### config.mk
export PLATFORM = sky130hd
export DESIGN_NAME = sys_bridge_n_flat
export DESIGN_NICKNAME = d
export VERILOG_FILES = /design/src/rtl/sys_bridge_n_pkg.sv /design/src/rtl/sys_bridge_n_if.sv /design/src/rtl/sys_bridge_n_irq_sync_edge.sv /design/src/rtl/sys_bridge_n.sv /design/src/flat_wrapper.sv
export SDC_FILE = /design/constraint.sdc
export NUM_CORES = 1
export LEC_CHECK = 0
export ABC_AREA = 1
export CAP_MARGIN = 5
export CORE_ASPECT_RATIO = 0.7
export CORE_MARGIN = 8
export CORE_UTILIZATION = 36
export DETAILED_ROUTE_END_ITERATION = 6
export PLACE_DENSITY = 0.94
export SLEW_MARGIN = 10
export SYNTH_ARGS = -nofsm -noshare
export SYNTH_HDL_FRONTEND = slang
export SYNTH_SLANG_ARGS = --single-unit
### constraint.sdc
create_clock -name clk -period 1.6 [get_ports clk]
set_input_delay 0.24 -clock clk [delete_from_list [all_inputs] [get_ports clk]]
set_output_delay 0.24 -clock clk [all_outputs]
set_load 0.03 [all_outputs]
### src/rtl/sys_bridge_n_pkg.sv
// Address map defaults, bus constants and decode helpers shared by the bridge files.
package sys_bridge_n_pkg;
  localparam logic [31:0] DM_END_DEF    = 32'h0000_2FFF;
  localparam logic [31:0] TC_BASE_DEF   = 32'h0000_7F00;
  localparam logic [31:0] TC_STRIDE_DEF = 32'h0000_0010;
  localparam logic [31:0] TC_SPAN_DEF   = 32'h0000_000C;
  localparam logic [31:0] INT_BASE_DEF  = 32'h0000_7F20;
  localparam logic [31:0] INT_LAST_OFS  = 32'h0000_0003;
  localparam int          HWINT_W       = 6;
  localparam logic [3:0]  BYTE_ALL      = 4'hF;

  // Inclusive window test; all windows are expressed as [lo, hi].
  function automatic logic in_range(input logic [31:0] a, input logic [31:0] lo,
                                    input logic [31:0] hi);
    return (a >= lo) && (a <= hi);
  endfunction
endpackage

### src/rtl/sys_bridge_n_if.sv
// CPU M-stage data port as seen by the system bridge.
interface sys_bridge_n_if;
  logic        pr_req;
  logic [31:0] pr_addr;
  logic [31:0] pr_wd;
  logic [3:0]  pr_we;
  logic [31:0] pr_rd;
  logic        pr_rd_valid;
  logic        pr_err;
  logic [31:0] err_addr;
  logic        err_clr;

  modport master (output pr_req, pr_addr, pr_wd, pr_we, err_clr,
                  input  pr_rd, pr_rd_valid, pr_err, err_addr);
  modport slave  (input  pr_req, pr_addr, pr_wd, pr_we, err_clr,
                  output pr_rd, pr_rd_valid, pr_err, err_addr);
endinterface

### src/rtl/sys_bridge_n_irq_sync_edge.sv
// Two-flop synchronizer for an asynchronous level plus a one-cycle rising-edge pulse.
module sys_bridge_n_irq_sync_edge (
  input  logic clk,
  input  logic reset,
  input  logic i_async,
  output logic o_rise
);
  logic r_s1;
  logic r_s2;
  logic r_s3;

  always_ff @(posedge clk) begin
    if (reset) begin
      r_s1 <= 1'b0;
      r_s2 <= 1'b0;
      r_s3 <= 1'b0;
    end else begin
      r_s1 <= i_async;
      r_s2 <= r_s1;
      r_s3 <= r_s2;
    end
  end

  assign o_rise = r_s2 & ~r_s3;
endmodule

### src/rtl/sys_bridge_n.sv
// Address-decoding bridge from the CPU data port to DM, NUM_TC timers and the INT window,
// with registered read return, illegal-access reporting and external IRQ latching.
module sys_bridge_n
  import sys_bridge_n_pkg::*;
#(
  parameter int          NUM_TC    = 2,
  parameter logic [31:0] DM_END    = DM_END_DEF,
  parameter logic [31:0] TC_BASE   = TC_BASE_DEF,
  parameter logic [31:0] TC_STRIDE = TC_STRIDE_DEF,
  parameter logic [31:0] TC_SPAN   = TC_SPAN_DEF,
  parameter logic [31:0] INT_BASE  = INT_BASE_DEF
) (
  input  logic                   clk,
  input  logic                   reset,
  sys_bridge_n_if.slave          bus,
  output logic [31:0]            dev_wd,
  input  logic [31:0]            dm_rd,
  output logic [3:0]             dm_we,
  input  logic [32*NUM_TC-1:0]   tc_rd,
  output logic [NUM_TC-1:0]      tc_we,
  input  logic [NUM_TC-1:0]      tc_irq,
  input  logic                   ext_irq,
  output logic [HWINT_W-1:0]     hwint,
  output logic [31:0]            m_int_addr,
  output logic [3:0]             m_int_byteen
);
  logic              w_hit_dm;
  logic              w_hit_int;
  logic [NUM_TC-1:0] w_hit_tc;
  logic              w_any_tc;
  logic              w_unmapped;
  logic [31:0]       w_tc_rd_mask [NUM_TC];
  logic [31:0]       w_tc_rd;
  logic [31:0]       w_rd_sel;
  logic              w_is_read;
  logic              w_partial_tc;
  logic              w_illegal;
  logic              w_ack;
  logic              w_ext_rise;

  logic [31:0]       r_pr_rd;
  logic              r_pr_rd_valid;
  logic              r_pr_err;
  logic [31:0]       r_err_addr;
  logic              r_err_sticky;
  logic              r_ext_pend;

  assign w_hit_dm  = in_range(bus.pr_addr, 32'd0, DM_END);
  assign w_hit_int = in_range(bus.pr_addr, INT_BASE, INT_BASE + INT_LAST_OFS);

  genvar gi;
  generate
    for (gi = 0; gi < NUM_TC; gi++) begin : g_tc
      localparam logic [31:0] LP_BASE = TC_BASE + TC_STRIDE * 32'(gi);
      assign w_hit_tc[gi]     = in_range(bus.pr_addr, LP_BASE, LP_BASE + TC_SPAN - 32'd1);
      assign w_tc_rd_mask[gi] = w_hit_tc[gi] ? tc_rd[32*gi +: 32] : 32'd0;
      // Timers only accept full-word writes; partial ones are reported as illegal.
      assign tc_we[gi]        = bus.pr_req & w_hit_tc[gi] & (bus.pr_we == BYTE_ALL);
    end
  endgenerate

  always_comb begin
    w_tc_rd = 32'd0;
    for (int k = 0; k < NUM_TC; k++) begin
      w_tc_rd = w_tc_rd | w_tc_rd_mask[k];
    end
  end

  assign w_any_tc     = |w_hit_tc;
  assign w_unmapped   = ~(w_hit_dm | w_any_tc | w_hit_int);
  assign w_rd_sel     = w_hit_dm ? dm_rd : (w_any_tc ? w_tc_rd : 32'd0);
  assign w_is_read    = bus.pr_req & (bus.pr_we == 4'd0);
  assign w_partial_tc = w_any_tc & (bus.pr_we != 4'd0) & (bus.pr_we != BYTE_ALL);
  assign w_illegal    = bus.pr_req & (w_unmapped | w_partial_tc);
  assign w_ack        = bus.pr_req & w_hit_int & (bus.pr_we != 4'd0);

  assign dev_wd       = bus.pr_wd;
  assign dm_we        = (bus.pr_req & w_hit_dm)  ? bus.pr_we   : 4'd0;
  assign m_int_addr   = (bus.pr_req & w_hit_int) ? bus.pr_addr : 32'd0;
  assign m_int_byteen = (bus.pr_req & w_hit_int) ? bus.pr_we   : 4'd0;

  sys_bridge_n_irq_sync_edge u_irq_sync (
    .clk     (clk),
    .reset   (reset),
    .i_async (ext_irq),
    .o_rise  (w_ext_rise)
  );

  always_ff @(posedge clk) begin
    if (reset) begin
      r_pr_rd       <= 32'd0;
      r_pr_rd_valid <= 1'b0;
      r_pr_err      <= 1'b0;
      r_err_addr    <= 32'd0;
      r_err_sticky  <= 1'b0;
      r_ext_pend    <= 1'b0;
    end else begin
      r_pr_err <= w_illegal;
      if (w_is_read) begin
        r_pr_rd       <= w_illegal ? 32'd0 : w_rd_sel;
        r_pr_rd_valid <= 1'b1;
      end else begin
        r_pr_rd_valid <= 1'b0;
      end
      // A clear arriving with a new error acts first, so the new error is captured.
      if (w_illegal && (!r_err_sticky || bus.err_clr)) begin
        r_err_addr   <= bus.pr_addr;
        r_err_sticky <= 1'b1;
      end else if (bus.err_clr) begin
        r_err_addr   <= 32'd0;
        r_err_sticky <= 1'b0;
      end
      if (w_ext_rise) begin
        r_ext_pend <= 1'b1;
      end else if (w_ack) begin
        r_ext_pend <= 1'b0;
      end
    end
  end

  assign bus.pr_rd       = r_pr_rd;
  assign bus.pr_rd_valid = r_pr_rd_valid;
  assign bus.pr_err      = r_pr_err;
  assign bus.err_addr    = r_err_addr;

  always_comb begin
    hwint              = '0;
    hwint[NUM_TC-1:0]  = tc_irq;
    hwint[NUM_TC]      = r_ext_pend;
  end
endmodule

### src/flat_wrapper.sv
// flat-port wrapper written by rule: the top's interface ports become plain ports
module sys_bridge_n_flat import sys_bridge_n_pkg::*;
#(
  parameter int          NUM_TC    = 2,
  parameter logic [31:0] DM_END    = DM_END_DEF,
  parameter logic [31:0] TC_BASE   = TC_BASE_DEF,
  parameter logic [31:0] TC_STRIDE = TC_STRIDE_DEF,
  parameter logic [31:0] TC_SPAN   = TC_SPAN_DEF,
  parameter logic [31:0] INT_BASE  = INT_BASE_DEF
)
  (clk, reset, dev_wd, dm_rd, dm_we, tc_rd, tc_we, tc_irq, ext_irq, hwint, m_int_addr, m_int_byteen, bus_pr_req, bus_pr_addr, bus_pr_wd, bus_pr_we, bus_err_clr, bus_pr_rd, bus_pr_rd_valid, bus_pr_err, bus_err_addr);
  sys_bridge_n_if bus_i ();
  input  logic clk;
  input  logic reset;
  output logic [31:0] dev_wd;
  input  logic [31:0] dm_rd;
  output logic [3:0] dm_we;
  input  logic [32*NUM_TC-1:0] tc_rd;
  output logic [NUM_TC-1:0] tc_we;
  input  logic [NUM_TC-1:0] tc_irq;
  input  logic ext_irq;
  output logic [HWINT_W-1:0] hwint;
  output logic [31:0] m_int_addr;
  output logic [3:0] m_int_byteen;
  input wire logic [$bits(bus_i.pr_req)-1:0] bus_pr_req;
  input wire logic [$bits(bus_i.pr_addr)-1:0] bus_pr_addr;
  input wire logic [$bits(bus_i.pr_wd)-1:0] bus_pr_wd;
  input wire logic [$bits(bus_i.pr_we)-1:0] bus_pr_we;
  input wire logic [$bits(bus_i.err_clr)-1:0] bus_err_clr;
  output wire logic [$bits(bus_i.pr_rd)-1:0] bus_pr_rd;
  output wire logic [$bits(bus_i.pr_rd_valid)-1:0] bus_pr_rd_valid;
  output wire logic [$bits(bus_i.pr_err)-1:0] bus_pr_err;
  output wire logic [$bits(bus_i.err_addr)-1:0] bus_err_addr;
  assign bus_i.pr_req = bus_pr_req;
  assign bus_i.pr_addr = bus_pr_addr;
  assign bus_i.pr_wd = bus_pr_wd;
  assign bus_i.pr_we = bus_pr_we;
  assign bus_i.err_clr = bus_err_clr;
  assign bus_pr_rd = bus_i.pr_rd;
  assign bus_pr_rd_valid = bus_i.pr_rd_valid;
  assign bus_pr_err = bus_i.pr_err;
  assign bus_err_addr = bus_i.err_addr;
  sys_bridge_n #(.NUM_TC(NUM_TC), .DM_END(DM_END), .TC_BASE(TC_BASE), .TC_STRIDE(TC_STRIDE), .TC_SPAN(TC_SPAN), .INT_BASE(INT_BASE)) u_core (.clk(clk), .reset(reset), .bus(bus_i), .dev_wd(dev_wd), .dm_rd(dm_rd), .dm_we(dm_we), .tc_rd(tc_rd), .tc_we(tc_we), .tc_irq(tc_irq), .ext_irq(ext_irq), .hwint(hwint), .m_int_addr(m_int_addr), .m_int_byteen(m_int_byteen));
endmodule
Yosys cells after proc, flatten, opt, wreduce, memory -nomap -nowiden
Cells that the tools add are included.
{"block": "classes", "reduce_logical": 12, "bitwise_logic": 18, "n_lt_le_gt_ge": 8, "n_eq_ne": 2, "muxes": 15}
{"operator": "2-to-1 mux 32 bit", "count": 8}
{"operator": ">= comparator 32 x 15 -> 1 bit, second input constant", "count": 3}
{"operator": "less-or-equal comparator 32 x 15 -> 1 bit, second input constant", "count": 3}
{"operator": ">= comparator 32 x 1 -> 1 bit, second input constant", "count": 1}
{"operator": "less-or-equal comparator 32 x 14 -> 1 bit, second input constant", "count": 1}
{"operator": "OR 32 bit", "count": 1}
{"operator": "bitwise AND 1 bit", "count": 12}
{"operator": "2-to-1 mux 4 bit", "count": 2}
{"operator": "logical AND 1 bit", "count": 5}
{"operator": "2-to-1 mux 1 bit", "count": 5}
{"operator": "equality test 4 bit, second input constant", "count": 1}
{"operator": "logical NOT 4 bit", "count": 1}
{"operator": "!= test 4 bit, second input constant", "count": 1}
{"operator": "nonzero test 2 bit", "count": 2}
{"operator": "nonzero test 4 bit", "count": 1}
{"operator": "OR 1 bit", "count": 3}
{"operator": "NOT 1 bit", "count": 2}
{"operator": "OR reduction 2 bit", "count": 1}
{"operator": "logical NOT 1 bit", "count": 1}
{"operator": "logical OR 1 bit", "count": 1}
{"block": "totals", "output_inout_bits": 146, "register_bits": 71}

Longest topological paths before layout
Gate-level depths: netlist (run 1).
{"block": "logic_depth", "depth_word": 10, "mapped_depth": 12}

Cells and area by module
From an unflattened synthesis (run 1), not the netlist that was laid out.
{"block": "unflattened", "hier_cells": 618, "area_unflattened_um2": 4575.6}
{"module": "sys_bridge_n", "n_inst": 1, "area_each_um2": 4489.3, "seq_area_each_um2": 1361.3, "cells_each": 608}
{"module": "sys_bridge_n_irq_sync_edge", "n_inst": 1, "area_each_um2": 86.3, "seq_area_each_um2": 60.1, "cells_each": 10}

Least setup slack after synthesis (run 1)
No wires, ideal clock.
{"block": "synth_path", "kind": "input to output", "startpoint": "in bus_pr_addr[20]", "endpoint": "out m_int_addr[0]", "path_slack_ns": -0.086, "arrival_ns": 1.446, "cell_stages": 8, "cell_sequence": "nor2_1 > nand2_1 > nor2_1 > nand3_1 > nor2_1 > nand2_1 > clkbuf_1 > nor2_1"}
{"block": "synth_between", "elab_chain_cells": 4, "elab_cells_between_ends": 5, "classes_between": "2 x order compare; 1 x mux; 1 x bitwise; 1 x reduce/logical"}
{"item": "start, declared", "line": "flat_wrapper.sv:26", "rtl": "input wire logic [$bits(bus_i.pr_addr)-1:0] bus_pr_addr;"}
{"item": ">= comparator 32 x 15 -> 1 bit or less-or-equal comparator 32 x 15 -> 1 bit (tied branches)", "line": "sys_bridge_n_pkg.sv:15", "rtl": "return (a >= lo) && (a <= hi);"}
{"item": "logical AND 1 bit (*)", "line": "sys_bridge_n_pkg.sv:15"}
{"item": "bitwise AND 1 bit (*)", "line": "sys_bridge_n.sv:79", "rtl": "assign m_int_addr = (bus.pr_req & w_hit_int) ? bus.pr_addr : 32'd0;"}
{"item": "2-to-1 mux 32 bit (*)", "line": "sys_bridge_n.sv:79"}
{"item": "end, declared", "line": "flat_wrapper.sv:23", "rtl": "output logic [31:0] m_int_addr;"}
Mark *: on every way between the ends. The rest lies on a longest branch, timed or not.

Final worst setup path (run 1)
{"block": "layout_path", "startpoint": "in bus_pr_addr[20]", "endpoint": "reg u_core.r_pr_rd[9] (netlist: u_core.bus.pr_rd[9])"}
{"block": "layout_between", "elab_chain_cells": 9, "elab_cells_between_ends": 26, "classes_between": "8 x order compare; 5 x mux; 8 x bitwise; 5 x reduce/logical"}
{"item": ">= comparator 32 x 15 -> 1 bit or less-or-equal comparator 32 x 15 -> 1 bit (tied branches)", "line": "sys_bridge_n_pkg.sv:15"}
{"item": "logical AND 1 bit", "line": "sys_bridge_n_pkg.sv:15"}
{"item": "OR reduction 2 bit", "line": "sys_bridge_n.sv:69", "rtl": "assign w_any_tc = |w_hit_tc;"}
{"item": "OR 1 bit (2 in series)", "line": "sys_bridge_n.sv:70", "rtl": "assign w_unmapped = ~(w_hit_dm | w_any_tc | w_hit_int);"}
{"item": "NOT 1 bit", "line": "sys_bridge_n.sv:70"}
{"item": "OR 1 bit", "line": "sys_bridge_n.sv:74", "rtl": "assign w_illegal = bus.pr_req & (w_unmapped | w_partial_tc);"}
{"item": "bitwise AND 1 bit", "line": "sys_bridge_n.sv:74"}
{"item": "2-to-1 mux 32 bit (*)", "line": "sys_bridge_n.sv:100", "rtl": "r_pr_rd <= w_illegal ? 32'd0 : w_rd_sel;"}
{"item": "end signal, assigned", "line": "sys_bridge_n.sv:100"}
{"item": "end, declared", "line": "sys_bridge_n.sv:41", "rtl": "logic [31:0] r_pr_rd;"}
Marked as above.
A chain may end at the register's enable or synchronous reset.

==> reports/metrics.sh, run 1 <==
FIRST_GLOBAL_VIAS=5402
WORST_HOLD_PATH_TYPE='in -> reg'
WORSTPATHARRIVAL_NS=2.00
FLOORPLAN.DIE.HEIGHT_UM=110.9
PRE_CTS_WS_NS=-0.7411
SYN_TO_FINAL_GROWTH_PCT=76.99
CORE.ROWCOUNT=34
RSZ0062_AT_GRT='true'
YS_DOMINANT_REG_CELL='sky130_fd_sc_hd__dfxtp_1'
SETUP.WORST_PATH.CLASS='in -> reg'
GRT_START_MAX_NET_PINS=65
STATUS='finished with violations'
DP.FINAL_HPWL_MM=13.74
CRIT_PATH_START='bus_pr_addr[20]'
CTS.SINK_COUNT=71
MIN_PERIOD_NS=1.745
CRITICAL_PATH.STARTPOINT_TYPE='input port'
YOSYS_REGISTER_BITS=71
SYNTH-EDFF-COUNT=0
LAYOUT_SETUP_WS_NS=-0.1449
CTS.REPORTEDPATHS.CLKPINSLEW_NS=0.06
TOP_LEVEL_PORTS=317
GRT_FIRST_PASS_WIRELENGTH_MM=28.84
POWER.IR.VDD_WORST_mV=0.4245
FIRST_ITER_VIOLATIONS=362
DETAILEDROUTE.FIRSTPASSITERATIONCOUNT=5
CORE_AREA_SQ_MM=0.01251
CRITICAL_PATH.ENDPOINT_TYPE='register'
FF2FF_SETUP_SLACK_NS=0.27
FINALCOREUTILIZATION_PCT=65.57
ANT_DIODES=0
WHS_PATH_DEPTH=3
DIE_W_UM=151.6
DRT-WIRELENGTH-PER-CELL_UM=20.96
WORST_PIN_SLEW_NS=0.7061
PWR_DENSITY_CELL_mW_PER_MM2=612.1
CLOCK_TREE_FROM_TRITONCTS='built'
CRITICAL_PATH_PEAK_FANOUT=14
ROOT_BUFFER='sky130_fd_sc_hd__clkbuf_16'
RELSLEWSLACK_PCT=52.93
YOSYS_WARNINGS=0
IO_BUFFER_COUNT=223
FIN_TOTAL_PWR_mW=5.019
DRIVE_ABOVE_1_SHARE_PCT=35.36
DRTANTENNAVIOLNETS=0
GRT_USE_MET1_PCT=25.82
ANTENNA_FOUND_INITIAL=0
NUMBER_OF_HOLD_SLACK_VIOLATIONS_IN_THE_FINAL_TIMING_REPORT=0
LEAKAGE_nW=3.603
MAX_CAP_VIOLATIONS=0
SETUP.WORST_PATH.END='u_core.bus.pr_rd[9]'
GLOBALROUTE.TOTALOVERFLOW=0
CTS_STAGE_HOLD_BUFFER_COUNT=0
DRT-TOTAL-WL_MM=21.30
SYNTH_ASYNC_SR_FLOP_SHARE_PCT=0
FAILED_CHECKS='negative setup slack'
SYNTH_AREA_SQ_MM=0.004633
MET3_GRT_UTIL_PCT=9.299
SLEW_VIOLATIONS=0
TIMING.FINAL.SETUP_VIOLATIONS=84
RR_STARTPOINT='u_core.r_err_sticky'
REGTOREGENDPOINT='u_core.bus.err_addr[18]'
SYNTHCELLS=626
GRT_MOST_USED_LAYER='met2'
SYNTH.LIB_CELLS_USED.DISTINCT=28
GRT.TOTAL_USAGE_PCT=21.24
DRCVIOLATIONCOUNT=0
CLOCK_SKEW_NS=0.004894
FLOORPLAN.INITIALDENSITY_PCT=37.04
CTS_BUFFER_DEPTH=2
MET2_USAGE_PCT=33.80
VIAS_PER_CELL=5.417
DR_TOTAL_VIAS=5504
CTSHTREEMAXLEVEL=3
FINAL.PERIOD_UTILIZATION_PCT=109.1
DIE_AREA_SQ_MM=0.01681
TOTAL_CTS_BUFFERS=9
MAX_FREQ_GHz=0.5731
CP.REQUIRED_NS=1.86
SEQ_AREA_FRAC_SYNTH_PCT=30.68
ROUTABILITYCONGESTION=0.8849
TIMING.HOLD.WORST.START='bus_pr_addr[17]'
REG2REGPATHDEPTH=5
NETS=1020
CLK_LATENCY_NS=0.33
SYNTHESIS.AREA_PER_INSTANCE_SQ_UM=7.401
## repair_timing
| action | in CTS | in global routing |
|---|---|---|
| resized for setup | 292 | 97 |
| gates cloned | 2 | 10 |
| buffers inserted | 8 | 6 |
| pin swaps | 40 | 42 |
| setup endpoints to repair | 143 | 95 |
## stage by stage
step                      std cells  hold slack [ns]  cell area [sq um]  TNS (ns)
after CTS                      1002           0.1724               7555    -1.977
after global placement          976           0.3891               6977    -48.66
final                          1016           0.2031               8200    -7.219
after floorplan                 650           0.3470               4723   -0.2567
after global routing           1016           0.2079               8200    -11.21
after detailed placement        976           0.3975               6977    -54.06
## critical path, stage by stage
cell and delay [ns]:
sky130_fd_sc_hd__buf_8 0.10, sky130_fd_sc_hd__nor2_4 0.13, sky130_fd_sc_hd__nand4_1 0.15, sky130_fd_sc_hd__buf_4 0.18, sky130_fd_sc_hd__nor3_4 0.22, sky130_fd_sc_hd__buf_4 0.14
sky130_fd_sc_hd__buf_6 0.10, sky130_fd_sc_hd__buf_6 0.09, sky130_fd_sc_hd__nor2_4 0.05, sky130_fd_sc_hd__nand3_4 0.14, sky130_fd_sc_hd__buf_12 0.17, sky130_fd_sc_hd__nand4_1 0.12
sky130_fd_sc_hd__a21oi_2 0.16
## flip-flops by register name, summed over array words and instances (netlist names)
register                flops
u_core.bus.pr_err           1
u_core.bus.err_addr        32
u_core.r_ext_pend           1
u_core.r_err_sticky         1
u_core.u_irq_sync.r_s2      1
u_core.bus.pr_rd_valid      1
u_core.u_irq_sync.r_s1      1
u_core.bus.pr_rd           32
u_core.u_irq_sync.r_s3      1
## power by group
part / switching, mW / internal, mW
registers: 0.0354 / 1.82
logic: 0.580 / 0.520
clock network: 0.810 / 1.26
## logic make-up after synthesis
| family | count (synthesis) | synth area share [%] |
|---|---|---|
| compound gates | 68 | 8.777 |
| buf+inv | 146 | 18.82 |
| simple gates | 340 | 41.64 |
| other cells | 1 | 0.08094 |
| flops | 71 | 30.68 |
## cell usage in the layout (no fill, tap or decap), drive strengths merged
cell             n
nand3          133
buf            116
clkdlybuf4s50   98
dfxtp           71
nand4           70
a21oi           67
dlygate4sd2     61
nand2           61
nor2            40
or2             33
inv             27
conb            25
clkbuf          20
dlymetal6s2s    12
clkinv          11
clkdlybuf4s15    3
nor3             2
nand3b           1
o31ai            1
clkinvlp         1
bufinv           1
## metal layers
layer | wire, um | part of all wire [%]
met5 | 0 | 0
met1 | 8419 | 40
met3 | 2579 | 12
met2 | 10100 | 47
met4 | 199 | 0.93
## how the worst min path moves through the flow
stage | end | slack (ns)
final | u_core.bus.err_addr[17] | 0.20
after global routing | u_core.bus.err_addr[26] | 0.21
after CTS | u_core.bus.err_addr[22] | 0.17
after detailed placement | u_core.u_irq_sync.r_s2 | 0.40
after global placement | u_core.u_irq_sync.r_s2 | 0.39
after floorplan | u_core.u_irq_sync.r_s1 | 0.35
## final cells by class
cell class | count | area [sq um]
Clock buffer | 10 | 239.0
Clock inverter | 6 | 68.82
Fill cell | 1011 | 4307
Inverter | 34 | 170.2
Multi-Input combinational cell | 433 | 2934
Sequential cell | 71 | 1421
Tap cell | 162 | 202.7
Timing Repair Buffer | 300 | 3164
## synthesized netlist by cell type, types with 5 or more instances
master,n,area (sq um)
sky130_fd_sc_hd__nand3_1,101,505.5
sky130_fd_sc_hd__dfxtp_1,71,1421
sky130_fd_sc_hd__nand4_1,69,431.7
sky130_fd_sc_hd__buf_4,62,465.5
sky130_fd_sc_hd__nand2_1,58,217.7
sky130_fd_sc_hd__a21oi_1,50,250.2
sky130_fd_sc_hd__nor2_1,35,131.4
sky130_fd_sc_hd__nand3_2,31,310.3
sky130_fd_sc_hd__or2_0,28,175.2
sky130_fd_sc_hd__inv_1,27,101.4
sky130_fd_sc_hd__clkbuf_1,24,90.09
sky130_fd_sc_hd__buf_2,20,100.1
sky130_fd_sc_hd__a21oi_2,17,148.9
sky130_fd_sc_hd__inv_2,6,22.52
sky130_fd_sc_hd__or2_2,5,31.28
Power figures use the tool's default switching activity.
==> run 2: changes to the inputs <==
--- a/config.mk
+++ b/config.mk
@@ -11,6 +11,7 @@
 export CORE_MARGIN = 8
 export CORE_UTILIZATION = 36
 export DETAILED_ROUTE_END_ITERATION = 6
+export MAX_ROUTING_LAYER = met4
 export PLACE_DENSITY = 0.94
 export SLEW_MARGIN = 10
 export SYNTH_ARGS = -nofsm -noshare
==> reports/metrics.sh, run 2 (synthesis gave the netlist of run 1 again) <==
STATUS='finished with violations'
FAILED_CHECKS='negative setup slack'
TOTAL_CTS_BUFFERS=9
CLOCK_SKEW_NS=0.006062
SETUP.WORST_PATH.CLASS='in -> out'
CP.REQUIRED_NS=1.36
TOTAL_SWITCHING_POWER_mW=1.413
SW_FRAC_OF_TOTAL_PCT=28.21
DP.FINAL_HPWL_MM=13.74
IO_BUFFER_COUNT=223
SEQPWRFRAC_PCT=36.9
VIAS_PER_CELL=5.372
DIE_AREA_SQ_MM=0.01681
PLACEDCELLCOUNT=976
ANT_DIODES=0
SHARE_CLK_OF_TOTAL_POWER_PCT=41.3
SYN_TO_FINAL_GROWTH_PCT=74.67
DR_TOTAL_VIAS=5447
CTSHTREEMAXLEVEL=3
ROUTABILITYCONGESTION=0.8997
ROOT_BUFFER='sky130_fd_sc_hd__clkbuf_16'
MET2_USAGE_PCT=33.80
CORE.ROWCOUNT=34
MIN_PERIOD_NS=1.732
SLEW_VIOLATIONS=0
DRT-WIRELENGTH-PER-CELL_UM=20.69
NETS=1018
CELL_INTERNAL_PWR_mW=3.596
CORE_AREA_SQ_MM=0.01251
DRTANTENNAVIOLNETS=0
LEADING_CELL_TYPES_IN_THE_LAYOUT_FILL_AND_TAPS_EXCLUDED='sky130_fd_sc_hd__clkdlybuf4s50_1, sky130_fd_sc_hd__nand3_1, sky130_fd_sc_hd__dfxtp_1, sky130_fd_sc_hd__nand4_1, sky130_fd_sc_hd__dlygate4sd2_1'
CLOCK_TREE_FROM_TRITONCTS='built'
FF2FF_SETUP_SLACK_NS=0.28
DRT-TOTAL-WL_MM=20.98
CTS_BUFFER_DEPTH=2
WORST_PIN_SLEW_NS=0.6037
DRIVE_ABOVE_1_SHARE_PCT=34.74
CRITICAL_PATH.STARTPOINT_TYPE='input port'
DIE_W_UM=151.6
POWER_FRAC_COMB_PCT=21.8
CTS_STAGE_HOLD_BUFFER_COUNT=0
FLOORPLAN.INITIALDENSITY_PCT=37.04
CTS.SINK_COUNT=71
MULTI_INPUT_COMB_AREA_SQ_MM=0.002858
WORSTPATHARRIVAL_NS=1.49
MAX_CAP_VIOLATIONS=0
GLOBALROUTE.TOTALOVERFLOW=0
PWR_DENSITY_CELL_mW_PER_MM2=618.9
FIRST_GLOBAL_VIAS=5409
CTS.REPORTEDPATHS.CLKPINSLEW_NS=0.06
TOP_LEVEL_PORTS=317
FILLERINSTANCES=1035
POWER.IR.VDD_WORST_mV=0.4279
FIRST_ITER_VIOLATIONS=396
GRT.TOTAL_USAGE_PCT=21.85
DRCVIOLATIONCOUNT=0
FLOORPLAN.DIE.HEIGHT_UM=110.9
CLK_LATENCY_NS=0.33
GRT_MOST_USED_LAYER='met2'
DETAILEDROUTE.FIRSTPASSITERATIONCOUNT=7
CRITICAL_PATH_PEAK_FANOUT=7
FINAL.PERIOD_UTILIZATION_PCT=108.3
LAYOUT.CELLS.NON_FILLER=1014
SEQ_AREA_SQ_MM=0.001421
RELSLEWSLACK_PCT=59.75
ANTENNA_FOUND_INITIAL=0
GRT_USE_MET1_PCT=26.69
LAYOUT_SETUP_WS_NS=-0.1324
NUMBER_OF_HOLD_SLACK_VIOLATIONS_IN_THE_FINAL_TIMING_REPORT=0
GRT_FIRST_PASS_WIRELENGTH_MM=28.84
MOSTFREQUENTLAYOUTCELL='sky130_fd_sc_hd__clkdlybuf4s50_1'
MET3_GRT_UTIL_PCT=7.953
TIMING.FINAL.SETUP_VIOLATIONS=29
RSZ0062_AT_GRT='true'
LEAKAGE_nW=3.573
GRT_START_MAX_NET_PINS=65
CRITICAL_PATH.ENDPOINT_TYPE='output port'
FINALHOLDWORSTSLACK_NS=0.1848
WORST_HOLD_PATH_TYPE='in -> reg'
MAX_FREQ_GHz=0.5772
## run 2: changes by cell type in the layout (fill, tap and decap cells not counted)
cell                        delta
sky130_fd_sc_hd__buf_4         -2
sky130_fd_sc_hd__a21oi_2       -4
sky130_fd_sc_hd__nand3_1       +1
sky130_fd_sc_hd__inv_4         +1
sky130_fd_sc_hd__a21oi_1       +3
sky130_fd_sc_hd__a21oi_4       +1
sky130_fd_sc_hd__clkbuf_16     -1
sky130_fd_sc_hd__inv_6         -1
sky130_fd_sc_hd__nand3_4       -9
sky130_fd_sc_hd__nand3_2       +8
sky130_fd_sc_hd__buf_6         +1
## run 2: what timing repair did
item                                    in CTS  in global routing
setup buffers                                8                  5
pin swaps                                   40                 41
resized for setup                          292                 85
gates cloned                                 2                  9
endpoints found under the setup margin     143                 95
## run 2: final timing paths
check | start | depth (start not counted) | endpoint
worst min-delay path | bus_pr_addr[22] | 3 | u_core.bus.err_addr[22]
worst min register to register | u_core.u_irq_sync.r_s1 | 2 | u_core.u_irq_sync.r_s2
worst max register to register | u_core.r_err_sticky | 5 | u_core.bus.err_addr[12]
worst max-delay path | bus_pr_addr[13] | 9 | m_int_byteen[2]
## run 2: through the flow
stage	setup TNS [ns]	power, mW	worst slack (ns)	area [sq um]	utilization [%]
final	-1.663	5.009	-0.1324	8093	64.71
after global routing	-4.259	5.192	-0.1790	8093	64.71
after CTS	-1.977	4.941	-0.1638	7555	60.40
after detailed placement	-54.06	2.856	-0.7411	6977	55.78
after global placement	-48.66	2.843	-0.6627	6977	55.78
after floorplan	-0.2567	2.498	-0.08558	4723	-
## run 2: area by class of cell
class / count / area share, %
timing repair buffer: 298 / 38.74
multi-input combinational: 433 / 35.31
sequential: 71 / 17.56
clock buffer: 10 / 2.953
tap: 162 / 2.505
inverter: 34 / 2.072
clock inverter: 6 / 0.8503
## run 2: metal layers
metal  vias to the layer above  wire length [um]
met5                         -                 0
met4                         0               208
li1                       2522                 -
met3                        22              2261
met2                       304              9833
met1                      2599              8681
## run 2: power groups by stage
stage	clock [mW]	sequential, mW	combinational (mW)
2_1_floorplan	0	1.96	0.535
3_3_place_gp	0	1.88	0.959
3_5_place_dp	0	1.89	0.970
4_1_cts	2.12	1.84	0.975
5_1_grt	2.20	1.85	1.14
6_report	2.07	1.85	1.09
## run 2: critical path: stages
cell	delay, ns
sky130_fd_sc_hd__clkdlybuf4s15_2	0.21
sky130_fd_sc_hd__nand4_1	0.13
sky130_fd_sc_hd__nor2_2	0.14
sky130_fd_sc_hd__nand3_2	0.11
sky130_fd_sc_hd__nor2_4	0.13
sky130_fd_sc_hd__nand2_4	0.10
sky130_fd_sc_hd__buf_12	0.16
sky130_fd_sc_hd__nor2_4	0.12
sky130_fd_sc_hd__buf_6	0.14
